### config.mk
export PLATFORM = sky130hd
export DESIGN_NAME = videocard_host_driver
export DESIGN_NICKNAME = d
export VERILOG_FILES = /design/src/rtl/videocard_pkg.sv /design/src/rtl/videocard_addr_counter.sv /design/src/rtl/videocard_host_driver.sv
export SDC_FILE = /design/constraint.sdc
export NUM_CORES = 1
export LEC_CHECK = 0
export ABC_AREA = 1
export CELL_PAD_IN_SITES_DETAIL_PLACEMENT = 2
export CELL_PAD_IN_SITES_GLOBAL_PLACEMENT = 2
export CORE_ASPECT_RATIO = 1.25
export CORE_MARGIN = 5
export CORE_UTILIZATION = 20
export CTS_BUF_LIST = sky130_fd_sc_hd__clkbuf_2
export DETAILED_ROUTE_END_ITERATION = 6
export GPL_ROUTABILITY_DRIVEN = 0
export PLACE_DENSITY = 0.9
export SLEW_MARGIN = 20
export SYNTH_ARGS = -nofsm -noshare
export SYNTH_HDL_FRONTEND = slang
export SYNTH_SLANG_ARGS = --single-unit
### constraint.sdc
create_clock -name clk -period 2.4 [get_ports clk]
set_input_delay 0.48 -clock clk [delete_from_list [all_inputs] [get_ports clk]]
set_output_delay 0.48 -clock clk [all_outputs]
set_load 0.02 [all_outputs]
### src/rtl/videocard_pkg.sv
// Shared types and constants for the videocard host driver.
// States, the fixed control-port map and a width helper for the poll counter.
package videocard_pkg;

    // Driver sequencing states
    typedef enum logic [2:0] {
        IDLE,
        LOAD,
        KICK,
        POLL_REQ,
        POLL_WAIT,
        FINISH,
        READBACK,
        DONE
    } state_t;

    // Control-port register map of the videocard
    localparam logic        CTRL_ADDR_START   = 1'b0;
    localparam logic        CTRL_ADDR_STATUS  = 1'b1;
    localparam logic [7:0]  CTRL_CMD_START    = 8'h01;
    localparam int unsigned STATUS_FINISH_BIT = 0;

    // Bits needed to count 0..limit; a disabled limit (0) still gets one bit.
    function automatic int unsigned poll_width(input int unsigned limit);
        return (limit == 0) ? 1 : $clog2(limit + 1);
    endfunction

endpackage

### src/rtl/videocard_addr_counter.sv
// Loadable wrapping word address paired with a down-counter of remaining words.
// Used once for the RAM load and once for the optional readback pass.
module videocard_addr_counter
    import videocard_pkg::*;
#(
    parameter int unsigned ADDR_W = 16
) (
    input  logic              clk,
    input  logic              reset,
    input  logic              load,
    input  logic [ADDR_W-1:0] load_addr,
    input  logic [ADDR_W-1:0] load_count,
    input  logic              step,
    output logic [ADDR_W-1:0] addr,
    output logic [ADDR_W-1:0] rem,
    output logic              zero
);

    logic [ADDR_W-1:0] addr_q;
    logic [ADDR_W-1:0] rem_q;

    // Load takes priority; a step advances the address (wrapping) and consumes one word.
    always_ff @(posedge clk) begin
        if (reset) begin
            addr_q <= '0;
            rem_q  <= '0;
        end else if (load) begin
            addr_q <= load_addr;
            rem_q  <= load_count;
        end else if (step) begin
            addr_q <= addr_q + ADDR_W'(1);
            rem_q  <= rem_q - ADDR_W'(1);
        end
    end

    assign addr = addr_q;
    assign rem  = rem_q;
    assign zero = (rem_q == '0);

endmodule

### src/rtl/videocard_host_driver.sv
// Avalon-MM initiator that loads a word block into the videocard RAM, kicks the
// card through its control port and polls for the finish flag.
// Optional readback of a RAM window after completion: VIDEOCARD_HOST_DRIVER_READBACK_EN.
module videocard_host_driver
    import videocard_pkg::*;
#(
    parameter int unsigned WIDTH      = 32,
    parameter int unsigned WIDTH_CTRL = 8,
    parameter int unsigned BYTES      = 4,
    parameter int unsigned ADDR_W     = 16,
    parameter int unsigned POLL_LIMIT = 1024
) (
    input  logic                  clk,
    input  logic                  reset_sink_reset,
    input  logic                  cmd_start,
    input  logic [ADDR_W-1:0]     cmd_base,
    input  logic [ADDR_W-1:0]     cmd_count,
    output logic                  cmd_busy,
    output logic                  cmd_done,
    output logic                  cmd_error,
    input  logic [WIDTH-1:0]      s_data,
    input  logic                  s_valid,
    output logic                  s_ready,
    output logic [ADDR_W-1:0]     m_address,
    output logic [WIDTH-1:0]      m_writedata,
    output logic [BYTES-1:0]      m_byteenable,
    output logic                  m_write,
    output logic                  m_read,
    input  logic [WIDTH-1:0]      m_readdata,
    output logic                  c_address,
    output logic [WIDTH_CTRL-1:0] c_writedata,
    output logic                  c_write,
    output logic                  c_read,
    input  logic [WIDTH_CTRL-1:0] c_readdata
`ifdef VIDEOCARD_HOST_DRIVER_READBACK_EN
    ,
    input  logic [ADDR_W-1:0]     rd_base,
    input  logic [ADDR_W-1:0]     rd_count,
    output logic [WIDTH-1:0]      r_data,
    output logic                  r_valid,
    input  logic                  r_ready
`endif
);

    localparam int unsigned      POLL_W   = poll_width(POLL_LIMIT);
    localparam logic [POLL_W-1:0] POLL_MAX = POLL_W'(POLL_LIMIT);

    state_t            state_q, state_d;
    logic [POLL_W-1:0] polls_q, polls_d;
    logic              err_q, err_d;

    logic              start_ok;
    logic              ld_step;
    logic [ADDR_W-1:0] ld_addr;
    logic [ADDR_W-1:0] ld_rem;
    logic              ld_zero;

    // Only bit0 of the status word and (without readback) no read data are consumed.
    logic unused_inputs;
    assign unused_inputs = ^{m_readdata, c_readdata};

    assign start_ok = (state_q == IDLE) && cmd_start;

    videocard_addr_counter #(
        .ADDR_W (ADDR_W)
    ) u_load_ctr (
        .clk        (clk),
        .reset      (reset_sink_reset),
        .load       (start_ok),
        .load_addr  (cmd_base),
        .load_count (cmd_count),
        .step       (ld_step),
        .addr       (ld_addr),
        .rem        (ld_rem),
        .zero       (ld_zero)
    );

`ifdef VIDEOCARD_HOST_DRIVER_READBACK_EN
    logic              rb_step;
    logic [ADDR_W-1:0] rb_addr;
    logic [ADDR_W-1:0] rb_rem;
    logic              rb_zero;
    logic              rd_pend_q, rd_pend_d;
    logic              r_valid_q, r_valid_d;
    logic [WIDTH-1:0]  r_data_q, r_data_d;

    // Remaining-count value itself is only needed through the zero flag.
    logic unused_rb_rem;
    assign unused_rb_rem = ^rb_rem;

    videocard_addr_counter #(
        .ADDR_W (ADDR_W)
    ) u_rb_ctr (
        .clk        (clk),
        .reset      (reset_sink_reset),
        .load       (start_ok),
        .load_addr  (rd_base),
        .load_count (rd_count),
        .step       (rb_step),
        .addr       (rb_addr),
        .rem        (rb_rem),
        .zero       (rb_zero)
    );

    // Read data is presented straight from the bus in the response cycle, then held.
    assign r_valid = rd_pend_q | r_valid_q;
    assign r_data  = rd_pend_q ? m_readdata : r_data_q;

    // Readback response/holding registers
    always_ff @(posedge clk) begin
        if (reset_sink_reset) begin
            rd_pend_q <= 1'b0;
            r_valid_q <= 1'b0;
            r_data_q  <= '0;
        end else begin
            rd_pend_q <= rd_pend_d;
            r_valid_q <= r_valid_d;
            r_data_q  <= r_data_d;
        end
    end
`endif

    // State, poll counter and error flag registers
    always_ff @(posedge clk) begin
        if (reset_sink_reset) begin
            state_q <= IDLE;
            polls_q <= '0;
            err_q   <= 1'b0;
        end else begin
            state_q <= state_d;
            polls_q <= polls_d;
            err_q   <= err_d;
        end
    end

    // Next-state and bus strobes; every strobe defaults low so at most one fires per state
    always_comb begin
        state_d      = state_q;
        polls_d      = polls_q;
        err_d        = err_q;
        cmd_busy     = (state_q != IDLE);
        cmd_done     = 1'b0;
        cmd_error    = 1'b0;
        s_ready      = 1'b0;
        m_address    = '0;
        m_writedata  = '0;
        m_byteenable = '0;
        m_write      = 1'b0;
        m_read       = 1'b0;
        c_address    = 1'b0;
        c_writedata  = '0;
        c_write      = 1'b0;
        c_read       = 1'b0;
        ld_step      = 1'b0;
`ifdef VIDEOCARD_HOST_DRIVER_READBACK_EN
        rb_step      = 1'b0;
        rd_pend_d    = rd_pend_q;
        r_valid_d    = r_valid_q;
        r_data_d     = r_data_q;
`endif

        unique case (state_q)
            IDLE: begin
                if (cmd_start) begin
                    err_d   = 1'b0;
                    state_d = (cmd_count == '0) ? KICK : LOAD;
                end
            end
            LOAD: begin
                if (ld_zero) begin
                    state_d = KICK;
                end else begin
                    s_ready = 1'b1;
                    if (s_valid) begin
                        m_write      = 1'b1;
                        m_address    = ld_addr;
                        m_writedata  = s_data;
                        m_byteenable = '1;
                        ld_step      = 1'b1;
                        if (ld_rem == ADDR_W'(1)) begin
                            state_d = KICK;
                        end
                    end
                end
            end
            KICK: begin
                c_write     = 1'b1;
                c_address   = CTRL_ADDR_START;
                c_writedata = WIDTH_CTRL'(CTRL_CMD_START);
                polls_d     = '0;
                state_d     = POLL_REQ;
            end
            POLL_REQ: begin
                c_read    = 1'b1;
                c_address = CTRL_ADDR_STATUS;
                state_d   = POLL_WAIT;
            end
            POLL_WAIT: begin
                if (c_readdata[STATUS_FINISH_BIT]) begin
                    state_d = FINISH;
                end else if ((POLL_LIMIT != 0) && (polls_q == POLL_MAX)) begin
                    err_d   = 1'b1;
                    state_d = DONE;
                end else begin
                    polls_d = polls_q + POLL_W'(1);
                    state_d = POLL_REQ;
                end
            end
            FINISH: begin
`ifdef VIDEOCARD_HOST_DRIVER_READBACK_EN
                state_d = rb_zero ? DONE : READBACK;
`else
                state_d = DONE;
`endif
            end
            READBACK: begin
`ifdef VIDEOCARD_HOST_DRIVER_READBACK_EN
                if (rd_pend_q || r_valid_q) begin
                    if (r_ready) begin
                        rd_pend_d = 1'b0;
                        r_valid_d = 1'b0;
                        if (rb_zero) begin
                            state_d = DONE;
                        end
                    end else if (rd_pend_q) begin
                        // Consumer stalled: capture the one-cycle bus data and hold it.
                        rd_pend_d = 1'b0;
                        r_valid_d = 1'b1;
                        r_data_d  = m_readdata;
                    end
                end else begin
                    m_read       = 1'b1;
                    m_address    = rb_addr;
                    m_byteenable = '1;
                    rb_step      = 1'b1;
                    rd_pend_d    = 1'b1;
                end
`else
                state_d = DONE;
`endif
            end
            DONE: begin
                cmd_done  = 1'b1;
                cmd_error = err_q;
                state_d   = IDLE;
            end
            default: state_d = IDLE;
        endcase
    end

endmodule

---- Word-level counts from Yosys, hierarchy flattened ----
Cells that the tools add are included.
operators by class
  add/sub/neg operators ................... 3
  equality and inequality tests ........... 15
  multiplexer cells ....................... 38
  reduce and logical (&&, ||, !) cells .... 12
operator list
  kind                                                                     count
  16-bit two-way mux                                                       7
  32-bit two-way mux                                                       3
  16-bit logical NOT                                                       2
  11-bit two-way mux                                                       2
  11-bit case mux with 2 select lines                                      1
  3-bit case mux with 7 select lines                                       1
  3-bit two-way mux                                                        6
  16-bit by 1-bit adder with 16-bit output (second input constant)         1
  16-bit by 1-bit equality test with 1-bit output (second input constant)  1
  16-bit by 1-bit subtractor with 16-bit output (second input constant)    1
  1-bit two-way mux                                                        13
  3-bit equality test (second input constant)                              4
  4-bit two-way mux                                                        3
  11-bit by 1-bit adder with 11-bit output (second input constant)         1
  11-bit equality test (second input constant)                             1
  2-bit != test (second input constant)                                    4
  3-bit by 2-bit equality test with 1-bit output (second input constant)   2
  3-bit != test (second input constant)                                    2
  3-bit AND reduction                                                      2
  2-bit nonzero test                                                       3
  4-bit AND reduction                                                      1
  3-bit by 1-bit equality test with 1-bit output (second input constant)   1
  3-bit logical NOT                                                        1
  3-bit nonzero test                                                       1
  other kinds (4)                                                          4
storage, ports and cells
  flip-flop bits (word level) ............. 47
  input bits .............................. 108
  output and inout bits ................... 69
  logic and storage cells ................. 73

---- Logic depth before layout (Yosys ltp) ----
  depth in word-level cells ............... 5
  depth in mapped cells ................... 12
  mapped depth without buffers ............ 11

---- Hierarchy ----
A second synthesis with hierarchy kept.
unflattened totals
  cells, all modules ...................... 634
  area, all modules ....................... 3697.3 um^2
by module, submodules not included
  module                  times used  cells an instance  area each (um^2)  sequential area each (um^2)
  videocard_addr_counter  1           318                2083.2            640.6
  videocard_host_driver   1           316                1614.0            300.3

---- Worst setup path before layout ----
OpenSTA, ideal clock, no wires.
  path type ............................... reg-to-output
  from .................................... reg u_load_ctr.rem_q[0], in the netlist u_load_ctr.rem[0]
  to ...................................... out m_address[0]
  arrival ................................. 1.598 ns
  data required time ...................... 1.920 ns
  slack ................................... 0.322 ns
  stages on the path, launching flop included .. 10
  buffers on the path ..................... 2
  path through ............................ dfxtp_1 -> inv_1 -> ha_1 -> nand2_2 -> nor2_2 -> nand2_2 -> nand3_4 -> buf_4 -> buf_2 -> nor2_1
on the way
  longest elaborated chain between the ends .. 3
ends and longest elaborated chain
  item                    line                          text
  from (decl)             videocard_addr_counter.sv:20  logic [ADDR_W-1:0] rem_q;
  from (signal assigned)  videocard_addr_counter.sv:29  rem_q <= load_count;
  from (signal assigned)  videocard_addr_counter.sv:32  rem_q <= rem_q - ADDR_W'(1);
  16-bit logical NOT      videocard_addr_counter.sv:38  assign zero = (rem_q == '0);
  16-bit two-way mux      videocard_host_driver.sv:170  if (ld_zero) begin
  16-bit two-way mux      videocard_host_driver.sv:162  unique case (state_q)
  to (decl)               videocard_host_driver.sv:24   output logic [ADDR_W-1:0] m_address,
Every way passes these cells.

---- Final worst setup path ----
  from .................................... reg u_load_ctr.rem_q[0], in the netlist u_load_ctr.rem[0]
  to ...................................... out m_writedata[1]
on the way
  longest elaborated chain between the ends .. 3
ends and longest elaborated chain
  item                line                          text
  16-bit logical NOT  videocard_addr_counter.sv:38
  32-bit two-way mux  videocard_host_driver.sv:170
  32-bit two-way mux  videocard_host_driver.sv:162
  to (decl)           videocard_host_driver.sv:25   output logic [WIDTH-1:0] m_writedata,
Every way passes these cells.

==> results.md <==
* Share of cells above drive strength 1 at 0.2222
* Number of max-cap violations at 0
* Type of the worst setup path: register to primary output
* Die X at 134.2 um
* Final setup violation count at 0
* Period utilisation layout at 0.9917
* Post-synth cell types at 37
* Initial antenna violation count at 1
* Core Area at 18850 um^2
* Root Buffer: clkbuf_2
* RSZ-0062 raised after global routing: yes
* Total GRT Usage at 0.1457
* WL met1 at 7051 um
* Hold Fails Final Rpt at 0
* Worst-skew pair later-pin latency at 0.52 ns
* Drt total wl at 16600 um
* Slew Limit Fails at 0
* CTS max path bufs at 2
* FF+latch count, synth at 47
* Setup crit start kind: register
* Fill count at 2330
* Vias in the first global route at 5045
* Dpl hpwl at between 10000 and 15000 um
* Total grt overflow at 0
* Utilization after layout at 0.3034
* Run status: completed
* CP Max Fanout at 29
* Residual DRC at 0
* Largest stage delay, worst path at 0.40 ns
* DR WL/cell at between 15 and 20 um
* Hold_buf cts at 0
* Worst VDD drop at roughly 0.29 mV
* Die footprint at 22190 um^2
* Final Critical Period at 2.380 ns
* Most common cell after layout, fill and taps aside: nand2_1
* Vias per cell at between 4 and 5
* Final nets at 940
* P_leak at 2.810 nW
* Syn Inst Count at 667
* H-tree levels at 2
* Largest net degree at the start of global routing at 30
* Metal2 WL at 8974 um
* Layout area overhead at 48.18%
* Max Clock Skew at 0.03282 ns
* 1st-iter DRT viols at 122
* CTS tree: built
* Mapped cell area at 3859 um^2
* Antenna viol nets, final at 0
* Clock-pin slew on the worst setup and hold paths at 0.30 ns
* Seq/Total Area, Yosys at 0.2438
* Crit end category: primary output
* # clock sinks at 47
* Pre-antenna DRT Iters at 4
* IO Count at 177
* Routed wl met3 at 408 um
* Starting Density at 0.2047
* Global-route wire length before repair at 25870 um
* Floorplan row count at 56
* Worst hold path type: register to register
* Most used cells in the layout excluding fill and tap cells: 153 x nand2_1, 146 x nor2_1, 93 x inv_1
* PD cells at approximately 940 nW/um^2
* Die Span Y at 165.3 um
* Via count at 4712
* DR top layer: met4
* Tot Pwr at 5.364 mW
* Critical-path cell list: inv_2 > ha_4 > nand2_4 > nor2_4 > nand2_2 > nand3_4 > buf_12 > nor2_1 > buf_4
* Required @ worst endpoint at between 1.5 and 2 ns
* Crit-path slowest cell: dfxtp_2
* CP arrival at ~1.9 ns
* Ys Warns at 0
* FMAX at around 420 MHz
* Port Buffers at about 130
* CTS Buf Count at 5
* Synth Area per Inst at 5.785 um^2
where the power goes:
part | total, mW | switching, mW | internal, mW
Clock | 0.394 | 0.324 | 0.0698
Sequential | 1.27 | 0.248 | 1.02
Combinational | 3.70 | 2.19 | 1.51
Total | 5.36 | 2.77 | 2.60
state kept, by name, summed over array words and instances (netlist names):
| register | cells |
|---|---|
| state_q | 3 |
| err_q | 1 |
| polls_q | 11 |
| u_load_ctr.rem | 16 |
| u_load_ctr.addr | 16 |
synthesized netlist by cell type:
master    number  area (um^2)
nor3_1        10        50.05
inv_1         95        356.6
nand2_2        6        37.54
o21ai_0       17        85.08
nand3_2        5        50.05
a21oi_1       18        90.09
buf_1          1        3.750
or2_2          1        6.260
nand3_4        1        17.52
ha_1           5        62.56
nor2_8         1        20.02
a21o_1         1        7.510
nor2_2         8        50.05
buf_12         1        20.02
o21bai_1       6        45.04
nor3_2         1        10.01
dfxtp_1       47        940.9
nand4_1        8        50.05
nor3b_1        3        22.52
buf_6          3        33.78
xnor2_1        3        26.28
o21ai_1       10        50.05
nand3b_1       7        52.55
nor2_1       157        589.3
buf_4         18        135.1
conb_1         1        3.750
buf_8          1        15.01
clkbuf_1       5        18.77
buf_2          7        35.03
a21oi_2        5        43.79
xor2_1         9        78.83
nand2_4        1        11.26
inv_2          5        18.77
o211ai_1       1        7.510
nor2_4         2        22.52
nand3_1       41        205.2
nand2_1      156        585.6
area by class of cell:
class,instances,area (um^2),share of cell area
multi-input cells,491,2425,0.4241
repair buffers,182,1610,0.2816
flip-flops and latches,47,969.7,0.1696
inverters,100,375.4,0.06565
well taps,232,290.3,0.05077
clock buffers,5,25.02,0.004376
clock inverters,3,20.02,0.003501
diodes,1,2.502,0.0004376
timing repair:
item / CTS / global route
pin swaps: 7 / 6
gates resized for setup: 276 / 41
endpoints found under the hold margin: 0 / 0
cloned: 2 / 0
setup endpoints to repair: 61 / 56
buffers inserted: 17 / 4
layer usage:
layer | global-route usage | up-vias
li1 | - | 2335
met1 | 0.1698 | 2296
met2 | 0.2834 | 73
met3 | 0.02182 | 8
met4 | 0.02454 | 0
met5 | 0 | -
cell families (layout without fill, tap and decap cells):
group	count (synthesis)	after routing	share of synthesized area
DFF	47	47	0.2438
xor gates and xnor gates	12	12	0.02724
other	1	9	0.0009718
and+or+nand+nor	408	408	0.4614
AOI/OAI and AO/OA	58	58	0.08528
adders and majority gates	5	5	0.01621
buffers and inverters	136	290	0.1650
worst max-delay path, delay by kind of cell (launching register included):
family / cells / cell delay (ns)
buffers and inverters: 3 / 0.41
DFF: 1 / 0.40
adders and majority gates: 1 / 0.16
and+or+nand+nor: 5 / 0.43
metrics by stage:
stage          instance area [um^2]  TNS, ns  std cells  worst slack [ns]  hold WS (ns)
4_1_cts                        5614  -0.6080       1057           -0.1454        0.5042
3_5_place_dp                   5488   -8.458       1030           -0.2258        0.4668
6_report                       5718        0       1061           0.01992        0.4998
5_1_grt                        5718   -5.476       1061           -0.1372        0.5375
3_3_place_gp                   5488   -8.001       1030           -0.1970        0.4527
2_1_floorplan                  3885        0        674            0.3219        0.4319
path summary, 6_finish.rpt:
kind | startpoint | end | slack, ns | depth (start not counted)
max | u_load_ctr.rem[0]$_SDFFE_PP0P_ | m_writedata[1] | 0.02 | 9
min | polls_q[8]$_SDFFE_PP0P_ | polls_q[8]$_SDFFE_PP0P_ | 0.50 | 2
max reg2reg | u_load_ctr.rem[10]$_SDFFE_PP0P_ | u_load_ctr.rem[14]$_SDFFE_PP0P_ | 0.27 | 14
min reg2reg | polls_q[8]$_SDFFE_PP0P_ | polls_q[8]$_SDFFE_PP0P_ | 0.50 | 2
Power figures use the tool's default switching activity.
